**config.mk**
```make
export PLATFORM = sky130hd
export DESIGN_NAME = fetch_unit
export DESIGN_NICKNAME = d
export VERILOG_FILES = /design/src/rtl/fetch_unit.sv
export SDC_FILE = /design/constraint.sdc
export NUM_CORES = 1
export LEC_CHECK = 0
export ABC_AREA = 1
export BUFFER_PORTS_ARGS = -buffer_cell sky130_fd_sc_hd__buf_2
export CORE_MARGIN = 10
export CORE_UTILIZATION = 56
export CTS_CLUSTER_DIAMETER = 30
export DETAILED_ROUTE_END_ITERATION = 8
export GPL_TIMING_DRIVEN = 0
export PLACE_DENSITY = 0.87
export SLEW_MARGIN = 20
export SYNTH_ARGS = -nofsm -noshare
export SYNTH_HDL_FRONTEND = slang
export SYNTH_SLANG_ARGS = --single-unit
```
**constraint.sdc**
```tcl
create_clock -name clk -period 4.7 [get_ports clk]
set_clock_uncertainty 0.15 [all_clocks]
set_input_delay 0.94 -clock clk [delete_from_list [all_inputs] [get_ports clk]]
set_output_delay 0.94 -clock clk [all_outputs]
set_load 0.01 [all_outputs]
```
**src/rtl/fetch_unit.sv**
```systemverilog
// Instruction fetch stage: fetch PC, imem req/ack handshake, prefetch FIFO feeding IF/ID.
// Optional macro FETCH_STATS_EN adds the stat_drops counter of redirect-discarded words.
module fetch_unit #(
    parameter logic [31:0] RESET_PC  = 32'h0000_0000,
    parameter int unsigned DEPTH     = 2,
    parameter logic [31:0] NOP_INSTR = 32'h7E00_0000
) (
    input  logic        clk,
    input  logic        reset,
    output logic        imem_req,
    output logic [31:0] imem_addr,
    input  logic        imem_ack,
    input  logic [31:0] imem_rdata,
    input  logic        IFID_write,
    input  logic        redirect,
    input  logic [31:0] redirect_target,
`ifdef FETCH_STATS_EN
    output logic [15:0] stat_drops,
`endif
    output logic [31:0] IF_instruction,
    output logic [31:0] IF_pcplus4,
    output logic        IF_valid
);

    // DEPTH is 2 or 4, so pointers wrap naturally at their width.
    localparam int unsigned PW = (DEPTH > 2) ? 2 : 1;
    localparam int unsigned CW = PW + 1;

    typedef enum logic [1:0] {
        StIdle,
        StReq,
        StDrop
    } state_t;

    state_t        r_state;
    logic [31:0]   r_fetch_pc;
    logic [31:0]   r_imem_addr;
    logic          r_imem_req;

    logic [31:0]   r_instr [DEPTH];
    logic [31:0]   r_pc4   [DEPTH];
    logic [PW-1:0] r_rd_ptr;
    logic [PW-1:0] r_wr_ptr;
    logic [CW-1:0] r_count;

    logic          w_pop;
    logic          w_push;
    logic [CW-1:0] w_count_next;
    logic          w_space;
    state_t        w_state_next;
    logic [31:0]   w_pc_next;
    logic [31:0]   w_addr_next;

    assign w_pop        = IFID_write && (r_count != '0) && !redirect;
    assign w_push       = (r_state == StReq) && imem_ack && !redirect;
    assign w_count_next = redirect ? '0 : (r_count + CW'(w_push) - CW'(w_pop));
    assign w_space      = (w_count_next < CW'(DEPTH));

    always_comb begin
        w_state_next = r_state;
        w_pc_next    = r_fetch_pc;
        unique case (r_state)
            StIdle: begin
                if (redirect || w_space) w_state_next = StReq;
            end
            StReq: begin
                if (redirect) begin
                    w_state_next = imem_ack ? StReq : StDrop;
                end else if (imem_ack) begin
                    w_pc_next    = r_fetch_pc + 32'd4;
                    w_state_next = w_space ? StReq : StIdle;
                end
            end
            StDrop: begin
                if (imem_ack) w_state_next = StReq;
            end
            default: w_state_next = StIdle;
        endcase
        if (redirect) w_pc_next = redirect_target;
        // While draining a stale request the memory must keep seeing the old address.
        w_addr_next = (w_state_next == StDrop) ? r_imem_addr : w_pc_next;
    end

    always_ff @(posedge clk or posedge reset) begin
        if (reset) begin
            r_state     <= StIdle;
            r_fetch_pc  <= RESET_PC;
            r_imem_addr <= RESET_PC;
            r_imem_req  <= 1'b0;
        end else begin
            r_state     <= w_state_next;
            r_fetch_pc  <= w_pc_next;
            r_imem_addr <= w_addr_next;
            r_imem_req  <= (w_state_next != StIdle);
        end
    end

    always_ff @(posedge clk or posedge reset) begin
        if (reset) begin
            r_rd_ptr <= '0;
            r_wr_ptr <= '0;
            r_count  <= '0;
        end else if (redirect) begin
            r_rd_ptr <= '0;
            r_wr_ptr <= '0;
            r_count  <= '0;
        end else begin
            if (w_push) r_wr_ptr <= r_wr_ptr + 1'b1;
            if (w_pop)  r_rd_ptr <= r_rd_ptr + 1'b1;
            r_count <= w_count_next;
        end
    end

    // Storage needs no reset: contents are only visible while r_count is non-zero.
    always_ff @(posedge clk) begin
        if (w_push) begin
            r_instr[r_wr_ptr] <= imem_rdata;
            r_pc4[r_wr_ptr]   <= r_imem_addr + 32'd4;
        end
    end

`ifdef FETCH_STATS_EN
    logic [15:0] r_stat_drops;
    logic        w_drop;

    assign w_drop = imem_ack && (((r_state == StReq) && redirect) || (r_state == StDrop));

    always_ff @(posedge clk or posedge reset) begin
        if (reset) begin
            r_stat_drops <= 16'h0000;
        end else if (w_drop && (r_stat_drops != 16'hFFFF)) begin
            r_stat_drops <= r_stat_drops + 16'd1;
        end
    end

    assign stat_drops = r_stat_drops;
`endif

    assign imem_req       = r_imem_req;
    assign imem_addr      = r_imem_addr;
    assign IF_valid       = (r_count != '0);
    assign IF_instruction = IF_valid ? r_instr[r_rd_ptr] : NOP_INSTR;
    assign IF_pcplus4     = IF_valid ? r_pc4[r_rd_ptr] : 32'h0000_0000;

endmodule

```
Word-level counts from Yosys, hierarchy flattened
Memory sizes are Yosys's and may differ from the RTL's.
Index checks and enable logic that the tools add are counted.
Operators by class
  multiplexer cells: 20
  $lt $le $gt $ge: 1
  reductions and logical operators: 11
  $add $sub $neg: 6
  equality and inequality tests: 3
Operator list (number)
  2-to-1 mux 32 bit: 5
  adder 32 x 3 -> 32 bit, second input constant: 2
  2-to-1 mux 2 bit: 7
  nonzero test 2 bit: 4
  2-to-1 mux 1 bit: 7
  case mux 2 bit (3 select lines): 1
  == test 2 bit, second input constant: 2
  logical AND 1 bit: 4
  adder 1 bit, second input constant: 2
  adder 2 x 1 -> 2 bit: 1
  == test 2 x 1 -> 1 bit, second input constant: 1
  logical NOT 2 bit: 1
  less-than comparator 2 bit, second input constant: 1
  subtractor 2 x 1 -> 2 bit: 1
  logical NOT 1 bit: 1
  logical OR 1 bit: 1
Word-level totals
  flip-flop bits (word level): 71
  memory bits (writable): 128
  memories kept: 2
  output and inout port bits: 98
Memories
  r_instr: depth 2, bits a word 32, rd ports 1, clocked after memory_dff 0, wr ports 1, RTL line 40  | logic [31:0] r_instr [DEPTH];
  r_pc4: depth 2, bits a word 32, rd ports 1, clocked after memory_dff 0, wr ports 1, RTL line 41  | logic [31:0] r_pc4 [DEPTH];

Longest topological paths before layout
  depth in word-level cells: 12
  depth in mapped cells: 14
  depth with buffers taken out: 14

Least setup slack after synthesis
No wires, ideal clock.
  kind: input port to flip-flop
  from: input redirect
  to: memory r_instr[0][0] (enable)
  required time: 4.063 ns
  setup time: 0.487 ns
  setup slack: 0.035 ns
  cell stages on the path: 4
  arrival time: 4.028 ns
  cells stage by stage: buf_2 -> nor2_1 -> inv_1 -> nor2_1
On the way
  longest elaborated chain between the ends: 4
Ends and longest elaborated chain
  start, declared: RTL line 15  | input logic redirect,
  logical NOT 1 bit: RTL line 55  | assign w_push = (r_state == StReq) && imem_ack && !redirect;
  logical AND 1 bit: RTL line 55
  2-to-1 mux 1 bit: RTL line 116  | if (w_push) begin
  2-to-1 mux 1 bit (not written as such): RTL line 117  | r_instr[r_wr_ptr] <= imem_rdata;
  end, declared: RTL line 40
Every way passes these cells.

Final worst setup path
  from: register r_count[1]
  to: output IF_pcplus4[20]
On the way
  longest elaborated chain between the ends: 2
Ends and longest elaborated chain
  start, declared: RTL line 44  | logic [CW-1:0] r_count;
  start signal, assigned: RTL line 110  | r_count <= w_count_next;
  nonzero test 2 bit: RTL line 141  | assign IF_valid = (r_count != '0);
  2-to-1 mux 32 bit: RTL line 143  | assign IF_pcplus4 = IF_valid ? r_pc4[r_rd_ptr] : 32'h0000_0000;
  end, declared: RTL line 21  | output logic [31:0] IF_pcplus4,
Every way passes these cells.

==> summary.txt <==
Global route
  – Largest net degree at the start of global routing: 39
  – GR Overflow Total: 0
  – First-pass GRT wire length: 37600 um
  – Overall Global Routing Usage: 22.00%
  – Initial antenna violation count: 0
  – Vias in the first global route: 7147

Power and ir drop
  – Pwr/cell area: 504.5 nW/um2
  – Pleak: 4.728 nW
  – VDD IR max: 0.2985 mV

Clock network
  – H-Tree Depth: 4
  – Worst-path clk slew: 0.07 ns
  – Cts bufs inserted: 17
  – Max Buffers Root-to-Sink: 2
  – # clock sinks: 199
  – Postcts setup bufs: 0
  – Root buf cell: clkbuf_16
  – CTS tree: done
  – Post-CTS Hold Buffers: 0
  – Clock Latency Late Sink: 0.43 ns
  – # resized after CTS: 0

Floorplanning
  – Row count: 46
  – I/O pin total: 167
  – Die width: 147.3 um
  – Core Area: 15890 um2
  – Starting density of the core: 57.13%
  – Die Ht: 147.3 um
  – Die area: 21700 um2

Hold path
  – Critical hold path startpoint: r_fetch_pc[0]
  – Hold Crit Class: reg2reg

Timing
  – Hold Violations, Final: 0
  – RSZ-0062 raised after global routing: false
  – Final setup violation count: 0
  – Fin crit period: 3.638 ns
  – Max Clk Rate: 0.2749 GHz
  – Crit share post-route: 77.41%
  – Slew headroom: 52.24%
  – Slew Limit Fails: 0
  – Slew @ Worst Pin: 0.7147 ns

Drt
  – DRC: 0
  – Post-DRT Antenna Nets: 0
  – Router iterations before antenna repair: 5
  – Iter 0 DRT Violations: 677
  – Post-Route WL: 24170 um
  – Via/cell ratio: 5.360
  – Drt wl/cell: 18.02 um
  – Vias: 7188

Flow run
  – Maxcap violations: 0

Logic synthesis
  – Top post-synthesis cells by area: edfxtp_1 42%, dfrtp_1 20%, nand2_1 12%, a21oi_1 3.3%, nand3_1 3.2%
  – Flops & latches, synth: 199
  – Share of Yosys cell area claimed by the top area cell type: 42.35%
  – Synth Warn #: 0
  – Syn avg cell area: 9.832 um2
  – Post-Syn Area: 9075 um2
  – Syn_nets: 996
  – Area leader, netlist: edfxtp_1
  – Post-synthesis sequential area ratio: 61.93%
  – Cell count after synthesis: 923
  – Synth cell types: 37

Final layout
  – Share of cells above drive strength 1: 22.22%
  – # nets final: 1185
  – Post-route cell area: 10840 um2
  – Area Overhead vs Synth: 19.48%
  – Most common cell after layout, fill and taps aside: nand2_1
  – # fillers: 1230
  – Leading cell types in the layout, fill and taps excluded: 295 x nand2_1, 171 x buf_2, 128 x edfxtp_1, 71 x dfrtp_1, 63 x inv_1
  – Finished Layout Cells: 1341
  – Ant. Diodes: 0

Placed design
  – DP Area: 10310 um2
  – DP Cell Count: 1309
  – Post-DP HPWL: 18200 um
  – Routability cong.: 0.9492
  – Port Buffer Count: 165

Setup path
  – Critical Path Source: r_count[1]
  – Critical path launch point type: flop
  – Worst Setup End Kind: output pin
  – CP Max Fanout: 10
  – Critical path class: reg2out
  – Reg-to-Reg Start: r_count[1]
  – WP data arrival: 2.55 ns
  – CP required: 3.61 ns

Status
  – Status: completed
-- cells by family after synthesis --
logic type | after synthesis | synth area share [%]
simple gates | 466 | 22.56
flops | 199 | 61.93
fa+ha+maj | 4 | 0.5515
compound gates | 109 | 6.563
xor+xnor | 42 | 4.054
buf+inv | 103 | 4.343
-- routing by layer --
layer	GRT usage, %	up-vias	wire (um)
met5	0	-	0
met4	8.424	0	692
met3	4.300	46	1856
met2	37.22	316	11770
met1	27.28	3382	9849
li1	-	3444	-
-- flip-flops by register name, indices dropped and copies added (netlist names) --
name,flops
r_instr,64
r_pc4,64
imem_addr,32
r_fetch_pc,32
r_count,2
r_state,2
imem_req,1
r_rd_ptr,1
r_wr_ptr,1
-- power by group --
| part | internal [mW] | switching, mW | total (mW) | leakage [nW] |
|---|---|---|---|---|
| Combinational | 0.536 | 1.14 | 1.67 | 2.47 |
| Clock | 0.682 | 0.648 | 1.33 | 0.248 |
| Sequential | 2.23 | 0.239 | 2.47 | 2.01 |
| Total | 3.45 | 2.02 | 5.47 | 4.73 |
-- metrics by stage --
step	util, %	setup TNS [ns]	power, mW	hold WS [ns]	setup slack, ns
2_1_floorplan	-	0	3.421	0.2864	0.03462
3_3_place_gp	64.03	-174.91	4.075	0.2988	-1.392
3_5_place_dp	64.91	0	4.164	0.3095	1.262
4_1_cts	68.26	0	5.480	0.3252	1.065
5_1_grt	68.26	0	5.732	0.3907	0.9642
6_report	68.26	0	5.471	0.3217	1.062
-- worst paths after layout --
check                                  to  slack [ns]  cells past startpoint
max in group asynchronous  r_fetch_pc[25]        3.44                      3
setup / recovery           IF_pcplus4[20]        1.06                      5
hold reg to reg             r_fetch_pc[0]        0.32                      2
min in group asynchronous    imem_addr[4]        0.39                      2
setup reg to reg                 imem_req        1.40                     14
hold / removal              r_fetch_pc[0]        0.32                      2
-- Yosys cell counts (all sizes together) --
cell,instances
a21boi,10
a21o,1
a21oi,60
a31oi,4
buf,12
clkbuf,22
clkinv,1
dfrtp,71
edfxtp,128
ha,4
inv,68
nand2,302
nand3,61
nand4,16
nor2,60
nor3,14
nor4,1
o211ai,1
o21ai,30
o21bai,2
o31ai,1
or2,12
xnor2,14
xor2,28
-- cell type report --
type	instances	area (um2)	area share [%]
Buffer	34	135.1	1.246
Clock buffer	19	432.9	3.993
Clock inverter	13	98.84	0.9116
Inverter	69	261.5	2.412
Multi-Input combinational cell	621	3075	28.36
Sequential cell	199	5620	51.83
Tap cell	216	270.3	2.492
Timing Repair Buffer	170	948.4	8.747
-- worst max-delay path, stage by stage, from the launching register on --
cell      delay, ns
dfrtp_1        0.40
nor2_1         0.49
clkbuf_1       0.48
buf_1          0.44
a21oi_1        0.13
buf_2          0.17
(Power assumes the default switching activity.)
